`src/rtl/serial_cmp_pkg.sv`:
```
// Shared definitions for the serial compare controller: datapath width,
// shift-counter width, FSM state encoding and the signed-order bias helper.
package serial_cmp_pkg;

  localparam int WIDTH = 32;
  localparam int CNT_W = 6;

  typedef enum logic [2:0] {
    ST_IDLE  = 3'd0,
    ST_LOAD  = 3'd1,
    ST_SHIFT = 3'd2,
    ST_CAPT  = 3'd3,
    ST_DONE  = 3'd4
  } state_t;

  // Flipping the MSB maps two's-complement order onto unsigned order, so the
  // external unsigned comparator can serve signed compares as well.
  function automatic logic [WIDTH-1:0] bias_msb(input logic [WIDTH-1:0] v,
                                                input logic sgn);
    return v ^ {sgn, {(WIDTH-1){1'b0}}};
  endfunction

endpackage

```
`src/rtl/cmp_bit_counter.sv`:
```
// Counts the bit positions shifted through the serial comparator. Clear has
// priority over enable; the count wraps to zero after the terminal value.
module cmp_bit_counter #(
  parameter int                CNT_W = serial_cmp_pkg::CNT_W,
  parameter logic [CNT_W-1:0]  LAST  = CNT_W'(serial_cmp_pkg::WIDTH - 1)
) (
  input  logic clk,
  input  logic reset,
  input  logic clr,
  input  logic en,
  output logic tc
);

  logic [CNT_W-1:0] count;

  assign tc = (count == LAST);

  // Count register: reset/clear to zero, advance while enabled, wrap at LAST.
  always_ff @(posedge clk) begin
    if (!reset) begin
      count <= '0;
    end else if (clr) begin
      count <= '0;
    end else if (en) begin
      count <= tc ? '0 : count + 1'b1;
    end
  end

endmodule

```
`src/rtl/serial_cmp_ctrl.sv`:
```
// Controller for a bit-serial magnitude comparator: loads the operands,
// shifts all bit positions through the comparator, then captures its flags.
module serial_cmp_ctrl #(
  parameter int WIDTH = serial_cmp_pkg::WIDTH,
  parameter int CNT_W = serial_cmp_pkg::CNT_W
) (
  input  logic             clk,
  input  logic             reset,
  input  logic             start,
  input  logic             sgn,
  input  logic [WIDTH-1:0] a_in,
  input  logic [WIDTH-1:0] b_in,
  output logic [WIDTH-1:0] cmp_A,
  output logic [WIDTH-1:0] cmp_B,
  output logic             cmp_sel,
  output logic             cmp_op,
  output logic             cmp_clr,
  input  logic             cmp_L,
  input  logic             cmp_E,
  input  logic             cmp_G,
  output logic             busy,
  output logic             done,
  output logic             res_lt,
  output logic             res_eq,
  output logic             res_gt
);

  import serial_cmp_pkg::*;

  state_t state;
  state_t state_nxt;
  logic   load;
  logic   capture;
  logic   clr_fsm;
  logic   cnt_clr;
  logic   cnt_en;
  logic   cnt_tc;

  cmp_bit_counter #(
    .CNT_W (CNT_W),
    .LAST  (CNT_W'(WIDTH - 1))
  ) u_cnt (
    .clk   (clk),
    .reset (reset),
    .clr   (cnt_clr),
    .en    (cnt_en),
    .tc    (cnt_tc)
  );

  // The comparator is held cleared for as long as reset is asserted.
  assign cmp_clr = clr_fsm | ~reset;

  // State register.
  always_ff @(posedge clk) begin
    if (!reset) begin
      state <= ST_IDLE;
    end else begin
      state <= state_nxt;
    end
  end

  // Next-state and state-decoded comparator/status controls.
  always_comb begin
    state_nxt = state;
    cmp_sel   = 1'b0;
    cmp_op    = 1'b1;
    clr_fsm   = 1'b0;
    busy      = 1'b0;
    done      = 1'b0;
    cnt_clr   = 1'b0;
    cnt_en    = 1'b0;
    load      = 1'b0;
    capture   = 1'b0;
    case (state)
      ST_IDLE: begin
        if (start) begin
          load      = 1'b1;
          state_nxt = ST_LOAD;
        end
      end
      ST_LOAD: begin
        cmp_sel   = 1'b1;
        cmp_op    = 1'b0;
        clr_fsm   = 1'b1;
        busy      = 1'b1;
        cnt_clr   = 1'b1;
        state_nxt = ST_SHIFT;
      end
      ST_SHIFT: begin
        cmp_op = 1'b0;
        busy   = 1'b1;
        cnt_en = 1'b1;
        if (cnt_tc) begin
          state_nxt = ST_CAPT;
        end
      end
      ST_CAPT: begin
        busy      = 1'b1;
        capture   = 1'b1;
        state_nxt = ST_DONE;
      end
      ST_DONE: begin
        done      = 1'b1;
        state_nxt = ST_IDLE;
      end
      default: begin
        state_nxt = ST_IDLE;
      end
    endcase
  end

  // Operand registers feeding the comparator, biased for signed compares.
  always_ff @(posedge clk) begin
    if (!reset) begin
      cmp_A <= '0;
      cmp_B <= '0;
    end else if (load) begin
      cmp_A <= bias_msb(a_in, sgn);
      cmp_B <= bias_msb(b_in, sgn);
    end
  end

  // Result flags: "equal" after reset, updated only when a compare completes.
  always_ff @(posedge clk) begin
    if (!reset) begin
      res_lt <= 1'b0;
      res_eq <= 1'b1;
      res_gt <= 1'b0;
    end else if (capture) begin
      res_lt <= cmp_L;
      res_eq <= cmp_E;
      res_gt <= cmp_G;
    end
  end

endmodule
```
`config.mk`:
```
export PLATFORM = sky130hd
export DESIGN_NAME = serial_cmp_ctrl
export DESIGN_NICKNAME = d
export VERILOG_FILES = /design/src/rtl/serial_cmp_pkg.sv /design/src/rtl/cmp_bit_counter.sv /design/src/rtl/serial_cmp_ctrl.sv
export SDC_FILE = /design/constraint.sdc
export NUM_CORES = 1
export LEC_CHECK = 0
export ABC_AREA = 1
export CAP_MARGIN = 20
export CORE_AREA = 8 8 78 115
export CTS_CLUSTER_SIZE = 14
export DETAILED_ROUTE_END_ITERATION = 10
export DIE_AREA = 0 0 86 123
export PLACE_DENSITY = 0.76
export RECOVER_POWER = 50
export SYNTH_ARGS = -nofsm -noshare
export SYNTH_HDL_FRONTEND = slang
export SYNTH_SLANG_ARGS = --single-unit
```
`constraint.sdc`:
```
create_clock -name clk -period 1.5 [get_ports clk]
set_input_delay 0.225 -clock clk [delete_from_list [all_inputs] [get_ports clk]]
set_output_delay 0.225 -clock clk [all_outputs]
set_load 0.02 [all_outputs]
```
## Yosys cells after proc, flatten, opt, wreduce, memory -nomap -nowiden

Index checks and enable logic that the tools add are counted.

| word-level totals | value |
|---|---|
| flip-flop bits (word level) | 76 |
| bits of input ports | 71 |
| output and inout port bits | 72 |
| word-level logic and storage cells | 36 |

| operators by class | value |
|---|---|
| add/subtract/negate cells | 1 |
| equality and inequality tests | 7 |
| multiplexer cells | 12 |
| bitwise logic cells | 4 |
| reductions and logical operators | 5 |

Operator list:

| cell | number |
|---|---|
| bitwise XOR 32 bit | 2 |
| one-hot mux 3 bit (4 select lines) | 1 |
| 2-to-1 mux 1 bit | 8 |
| adder 6 x 1 -> 6 bit, second input constant | 1 |
| equality test 3 x 2 -> 1 bit, second input constant | 2 |
| equality test 6 x 5 -> 1 bit, second input constant | 1 |
| 2-to-1 mux 3 bit | 2 |
| 2-to-1 mux 6 bit | 1 |
| OR reduction 2 bit | 2 |
| equality test 3 x 1 -> 1 bit, second input constant | 1 |
| equality test 3 bit, second input constant | 1 |
| zero test 3 bit | 1 |
| OR reduction 3 bit | 1 |
| != test 2 x 1 -> 1 bit, second input constant | 1 |
| != test 2 bit, second input constant | 1 |
| AND reduction 2 bit | 1 |
| NOT 1 bit | 1 |
| OR 1 bit | 1 |

## Longest topological paths before layout

Gate-level depths: netlist of the first run.

| depth | value |
|---|---|
| word-level depth | 3 |
| depth in mapped cells | 7 |
| gate-level depth less buffers | 7 |

## Cells and area by module

From an unflattened synthesis of the first run, not the netlist that was laid out.

| second synthesis, totals | value |
|---|---|
| cells, all modules | 489 |
| area total of the unflattened synthesis | 3215.6 um^2 |

Modules (own cells, without submodules):

| module | instances | cells each | area an instance (um^2) | seq. area each (um^2) |
|---|---|---|---|---|
| serial_cmp_ctrl | 1 | 446 | 2922.8 | 1401.3 |
| cmp_bit_counter | 1 | 43 | 292.8 | 120.1 |

## Least setup slack after synthesis of the first run

Ideal clock, no wire load.

| timing path | value |
|---|---|
| kind | register -> register |
| start | register state[0] |
| end | register u_cnt.count[3] |
| library setup time | 0.121 ns |
| arrival time | 1.012 ns |
| data required time | 1.379 ns |
| path slack | 0.366 ns |
| cell stages (with the launch flop) | 6 |
| buffers on the path | 0 |
| period minus slack after synthesis | 1.134 ns |
| cell sequence | dfxtp_1 -> nand3_1 -> nand2_1 -> inv_1 -> o21ai_0 -> nor2_1 |

| between the ends | value |
|---|---|
| cells in the longest elaborated chain, start to end | 3 |
| elaborated cells between the ends (all ways) | 5 |
| those cells by class | eq/ne: 2; mux: 2; reduce/logical: 1 |

RTL lines:

| what | RTL line | text |
|---|---|---|
| start, declared | serial_cmp_ctrl.sv:30 | `state_t state;` |
| start signal, assigned | serial_cmp_ctrl.sv:58 | `state <= state_nxt;` |
| equality test 3 x 1 -> 1 bit | serial_cmp_ctrl.sv:74 | `case (state)` |
| 2-to-1 mux 1 bit | serial_cmp_ctrl.sv:74 |  |
| OR reduction 2 bit (no line) | -- |  |
| end signal, assigned | cmp_bit_counter.sv:25 | `count <= tc ? '0 : count + 1'b1;` |
| end, declared | cmp_bit_counter.sv:14 | `logic [CNT_W-1:0] count;` |

Parallel ways exist; a longest one is shown, timed or not.
A chain may end at the register's enable or synchronous reset.

## Final worst setup path of the first run

| timing path | value |
|---|---|
| start | register cmp_A[3] |
| end | output cmp_A[3] |

RTL lines:

| what | RTL line | text |
|---|---|---|
| start, declared | serial_cmp_ctrl.sv:13 | `output logic [WIDTH-1:0] cmp_A,` |
| start signal, assigned | serial_cmp_ctrl.sv:118 | `cmp_A <= bias_msb(a_in, sgn);` |

No word-level cell between the ends.

==> results of run 1 <==
metal layers:
layer	wire length [um]	vias up
met3	488	18
met2	4630	88
met4	290	0
li1	-	1446
met5	0	-
met1	3320	1291
logic make-up after synthesis:
| group | Yosys count | synth area share (%) |
|---|---|---|
| AOI/OAI and AO/OA | 74 | 13.3 |
| xor gates and xnor gates | 2 | 0.631 |
| buffers and inverters | 34 | 5.90 |
| adders and majority gates | 1 | 0.451 |
| DFF | 76 | 54.8 |
| and+or+nand+nor | 177 | 24.9 |
path summary, 6_finish.rpt:
check,from,end,slack [ns],cells past startpoint
setup / recovery,cmp_A[3]$_SDFFE_PN0P_,cmp_A[3],0.03,1
setup reg to reg,state[0]$_SDFFE_PN0P_,cmp_B[18]$_SDFFE_PN0P_,0.18,6
hold reg to reg,cmp_B[28]$_SDFFE_PN0P_,cmp_B[28]$_SDFFE_PN0P_,0.46,2
hold / removal,a_in[24],cmp_A[24]$_SDFFE_PN0P_,0.45,3
worst reg2reg max path: cells and delay by family (launching register included):
family	cells	cell delay, ns
buffers and inverters	2	0.39
and+or+nand+nor	3	0.30
AOI/OAI and AO/OA	1	0.17
DFF	1	0.39
sequential cells by signal, summed over array words and instances, names as in the netlist:
name / cells
res_eq: 1
res_lt: 1
cmp_A: 32
state: 3
cmp_B: 32
u_cnt.count: 6
res_gt: 1
Yosys cell counts (all sizes together):
cell	instances	share of area, %
nor3	1	0.18
buf	15	3.3
clkinv	1	0.14
inv	13	1.8
nand2	150	20
nand3	8	1.6
a21oi	69	12
xor2	2	0.63
nor2	18	2.7
clkbuf	5	0.68
dfxtp	76	55
o21ai	5	0.90
ha	1	0.45
timing repair:
action	CTS	global route
setup endpoints to repair	63	11
resized for setup	76	11
hold buffers	0	0
area by class of cell:
cell class	instances	area share, %
multi-input combinational	254	24.1
sequential	76	33.6
clock inverter	4	1.05
clock buffer	12	5.66
inverter	14	1.16
timing repair buffer	155	31.6
tap	102	2.82
power by group through the flow:
stage / clock network, uW / logic, uW / registers (uW)
floorplan: 0 / 568 / 2590
global placement: 0 / 1600 / 2360
detailed placement: 0 / 1620 / 2370
CTS: 2210 / 1490 / 2320
global route: 2300 / 1570 / 2350
finish: 2160 / 1440 / 2330
per-stage QoR:
step	setup slack (ns)	TNS, ns	total power (uW)
3_5_place_dp	-0.0996	-0.171	3990
3_3_place_gp	-0.0634	-0.111	3950
5_1_grt	0.00108	0	6210
6_report	0.0258	0	5920
4_1_cts	0.00110	0	6030
2_1_floorplan	0.366	0	3160
==> impl_metrics.py, run 1 <==
metrics = {
    "grt": {
        "met2_usage_pct": 29.6,
        "grt_max_degree": 65,
        "groute.layer.met3.usage_pct": 4.79,
        "grt_pass1_wl_um": 13500,
        "antenna_found_initial": 0,
        "use_met1_pct": 16.0,
        "grt_pass1_vias": 2730,
        "track_usage_pct": 16.3,
        "grt-ovfl-total": 0,
        "globalRoute.busiestLayer": "met2",
    },
    "clock_tree": {
        "cts_buffers": 9,
        "clockBufferDepth": 2,
        "clk_latency_ns": 0.33,
        "h-tree-depth": 3,
        "cts_tree": "yes",
        "cts.clk_slew.worst_paths_ns": 0.05,
        "clockRootBuffer": "clkbuf_16",
        "cts.sinks": 76,
        "cts_setup_buffers": 0,
    },
    "placed_design": {
        "dp.cells": 601,
        "placed_cell_area_um2": 4370,
        "dp_hpwl_um": 6470,
        "io_buffers": 142,
        "place.gp.congestion": 0.755,
    },
    "power_and_ir_drop": {
        "clkPwrFrac_pct": 36.5,
        "leakage_uw": 0.00202,
        "power_density_nw_per_um2": 1310,
        "p_int_uw": 4200,
        "comb_power_share_pct": 24.2,
        "p_sw_share_pct": 29.0,
        "seqPwrFrac_pct": 39.3,
        "switchingPower_uw": 1720,
        "peakVddDrop_v": 0.000746,
    },
    "floorplan": {
        "chipWidth_um": 86,
        "die_area_um2": 10600,
        "num_rows": 39,
        "start_util_pct": 37.7,
        "io_pins": 143,
        "coreArea_um2": 7370,
        "die_y_um": 123,
    },
    "timing": {
        "max_freq_mhz": 678,
        "timing.slew.headroom_pct": 57.9,
        "min_period_ns": 1.47,
        "hold_ws_ns": 0.452,
        "maxSlewViolCount": 0,
        "period_share_pct": 98.3,
        "setup_viol": 0,
        "finClkSkew_ns": 0.00312,
        "worst_pin_slew_ns": 0.631,
        "finalHoldViolCount": 0,
        "rsz0062_at_grt": "false",
    },
    "finish": {
        "diodes": 0,
        "nets": 582,
        "final_cells": 617,
        "n_fill_cell": 688,
        "multi_input_area_um2": 1090,
        "final_cell_mix": "nand2_1, dfxtp_1, clkdlybuf4s50_1",
        "design_area_um2": 4530,
        "seqCellArea_um2": 1520,
        "fin_util_pct": 61.5,
        "final_common_cell": "nand2_1",
        "syn2layout_area_growth_pct": 63.2,
        "drive_gt1_share_pct": 7.77,
    },
    "critical_path": {
        "critPathTopFamily": "buffers and inverters",
        "crit_fanout": 2,
        "end_kind": "output pin",
        "crit_type": "reg -> out",
        "critPathRequiredTime_ns": 1.27,
        "critPathSlowestCell": "clkdlybuf4s50_1",
        "worst_setup_path_start_kind": "flip-flop",
        "critPathBufInv": 1,
        "cp.arrival_ns": 1.25,
        "cp_cell_sequence": "clkdlybuf4s50_1",
        "max_stage_delay_ns": 0.60,
    },
    "logic_synthesis": {
        "synth_nets": 436,
        "syn_inst": 364,
        "seq_area_frac_synth_pct": 54.8,
        "ys_types": 18,
        "ys_warn_count": 0,
        "syn_area_per_cell_um2": 7.63,
        "yosys_register_bits": 76,
        "synth_area_um2": 2780,
    },
    "detailed_routing": {
        "drc": 0,
        "wl_per_cell_um": 14.2,
        "dr_total_vias": 2843,
        "drtAntennaViolNets": 0,
        "dr.first_iter.drc_count": 156,
        "first_pass_iters": 4,
        "post_drt_via_cell_ratio": 4.61,
        "wl_um": 8740,
    },
    "outcome": {
        "status": "completed",
    },
    "run": {
        "maxCapViolCount": 0,
    },
    "min_path": {
        "hold_class": "in -> reg",
    },
}
Note: power is estimated with default switching activity, not from simulation.
==> inputs of run 2 (changes only) <==
--- a/config.mk
+++ b/config.mk
@@ -12,7 +12,7 @@
 export DETAILED_ROUTE_END_ITERATION = 10
 export DIE_AREA = 0 0 86 123
 export PLACE_DENSITY = 0.76
-export RECOVER_POWER = 50
+export RECOVER_POWER = 25
 export SYNTH_ARGS = -nofsm -noshare
 export SYNTH_HDL_FRONTEND = slang
 export SYNTH_SLANG_ARGS = --single-unit
==> impl_metrics.py, run 2 (synthesized netlist as in run 1, its figures left out) <==
metrics = {
    "finish": {
        "reg_top3": "cmp_A x32, cmp_B x32, u_cnt.count x6",
        "final_cell_mix": "nand2_1, dfxtp_1, clkdlybuf4s50_1",
        "design_area_um2": 4530,
        "drive_gt1_share_pct": 7.96,
        "final_cells": 617,
        "syn2layout_area_growth_pct": 63.3,
        "nets": 582,
        "diodes": 0,
        "final_common_cell": "nand2_1",
    },
    "placed_design": {
        "io_buffers": 142,
        "placed_cell_area_um2": 4370,
        "place.gp.congestion": 0.755,
        "dp_hpwl_um": 6470,
        "dp.cells": 601,
    },
    "clock_tree": {
        "clockRootBuffer": "clkbuf_16",
        "cts_buffers": 9,
        "cts_tree": "yes",
        "clk_latency_ns": 0.33,
        "cts.clk_slew.worst_paths_ns": 0.05,
        "cts_setup_buffers": 0,
        "clockBufferDepth": 2,
        "h-tree-depth": 3,
        "cts.sinks": 76,
    },
    "power_and_ir_drop": {
        "power_density_nw_per_um2": 1310,
        "finalPower_uw": 5920,
        "seqPwrFrac_pct": 39.3,
        "peakVddDrop_v": 0.000746,
        "comb_power_share_pct": 24.3,
        "switchingPower_uw": 1720,
        "p_sw_share_pct": 29.1,
        "leakage_uw": 0.00202,
        "clkPwrFrac_pct": 36.5,
        "p_int_uw": 4200,
    },
    "critical_path": {
        "crit_type": "reg -> out",
        "critPathBufInv": 1,
        "critPathSlowestCell": "clkdlybuf4s50_1",
        "critPathTopFamily": "buffers and inverters",
        "max_stage_delay_ns": 0.60,
        "cp.arrival_ns": 1.25,
        "end_kind": "output pin",
        "rrSetupSlack_ns": 0.18,
        "critPathRequiredTime_ns": 1.27,
        "worst_r2r_path_depth": 7,
        "worst-path-stages": 1,
        "worst_setup_path_start_kind": "flip-flop",
        "crit_fanout": 2,
        "cp_cell_sequence": "clkdlybuf4s50_1",
    },
    "detailed_routing": {
        "wl_um": 8740,
        "drc": 0,
        "post_drt_via_cell_ratio": 4.61,
        "dr.first_iter.drc_count": 156,
        "wl_per_cell_um": 14.2,
        "drtAntennaViolNets": 0,
        "first_pass_iters": 4,
        "dr_total_vias": 2843,
    },
    "grt": {
        "grt_pass1_wl_um": 13500,
        "grt_max_degree": 65,
        "track_usage_pct": 16.3,
        "antenna_found_initial": 0,
        "grt_pass1_vias": 2730,
        "grt-ovfl-total": 0,
    },
    "floorplan": {
        "chipWidth_um": 86,
        "io_pins": 143,
        "die_area_um2": 10600,
        "start_util_pct": 37.7,
        "die_y_um": 123,
        "num_rows": 39,
        "coreArea_um2": 7370,
    },
    "timing": {
        "setup_viol": 0,
        "worst_pin_slew_ns": 0.631,
        "maxSlewViolCount": 0,
        "period_share_pct": 98.3,
        "timing.slew.headroom_pct": 57.9,
        "tns_ns": 0,
        "finalHoldViolCount": 0,
        "rsz0062_at_grt": "false",
        "max_freq_mhz": 678,
        "finClkSkew_ns": 0.00312,
        "min_period_ns": 1.47,
    },
    "min_path": {
        "hold_class": "in -> reg",
        "worstHoldPathCells": 3,
    },
    "run": {
        "maxCapViolCount": 0,
    },
    "outcome": {
        "status": "completed",
    },
}
run 2: power groups by stage:
stage / registers, uW / logic [uW] / clock network [uW]
after floorplan: 2590 / 568 / 0
after global routing: 2350 / 1570 / 2300
final: 2330 / 1440 / 2160
after detailed placement: 2370 / 1620 / 0
after CTS: 2320 / 1490 / 2210
after global placement: 2360 / 1600 / 0
run 2: stage by stage:
step                setup slack [ns]  hold slack, ns  utilization (%)
finish                        0.0258           0.452             61.5
global route                 0.00108           0.456             61.5
CTS                          0.00110           0.438             62.4
detailed placement           -0.0996           0.454             59.4
global placement             -0.0634           0.451             59.4
floorplan                      0.366           0.309                -
run 2: metal layers:
| metal | GRT usage [%] | up-vias | share of wire [%] |
|---|---|---|---|
| met5 | 0 | - | 0 |
| met2 | 29.6 | 88 | 53 |
| met1 | 16.0 | 1291 | 38 |
| met4 | 9.36 | 0 | 3.3 |
| met3 | 4.79 | 18 | 5.6 |
| li1 | - | 1446 | - |
run 2: final cells by class:
type	instances	area, um2
repair buffers	155	1430
inverters	14	52.6
fillers	687	2830
well taps	102	128
flip-flops and latches	76	1520
clock buffers	12	256
multi-input cells	254	1100
clock inverters	4	47.5
run 2: path summary, 6_finish.rpt:
kind | startpoint | end
worst max-delay path | cmp_A[3]$_SDFFE_PN0P_ | cmp_A[3]
worst min-delay path | a_in[24] | cmp_A[24]$_SDFFE_PN0P_
worst max register to register | state[0]$_SDFFE_PN0P_ | cmp_B[18]$_SDFFE_PN0P_
worst min register to register | cmp_B[28]$_SDFFE_PN0P_ | cmp_B[28]$_SDFFE_PN0P_
run 2: timing repair:
item	CTS	global route
pin swaps	0	0
hold buffers	0	0
gates resized for setup	76	11
endpoints found under the setup margin	63	11
run 2: worst min-delay path, cell delays in order:
cell and delay (ns):
clkdlybuf4s50_1 0.39, nand2_1 0.06, a21oi_1 0.05
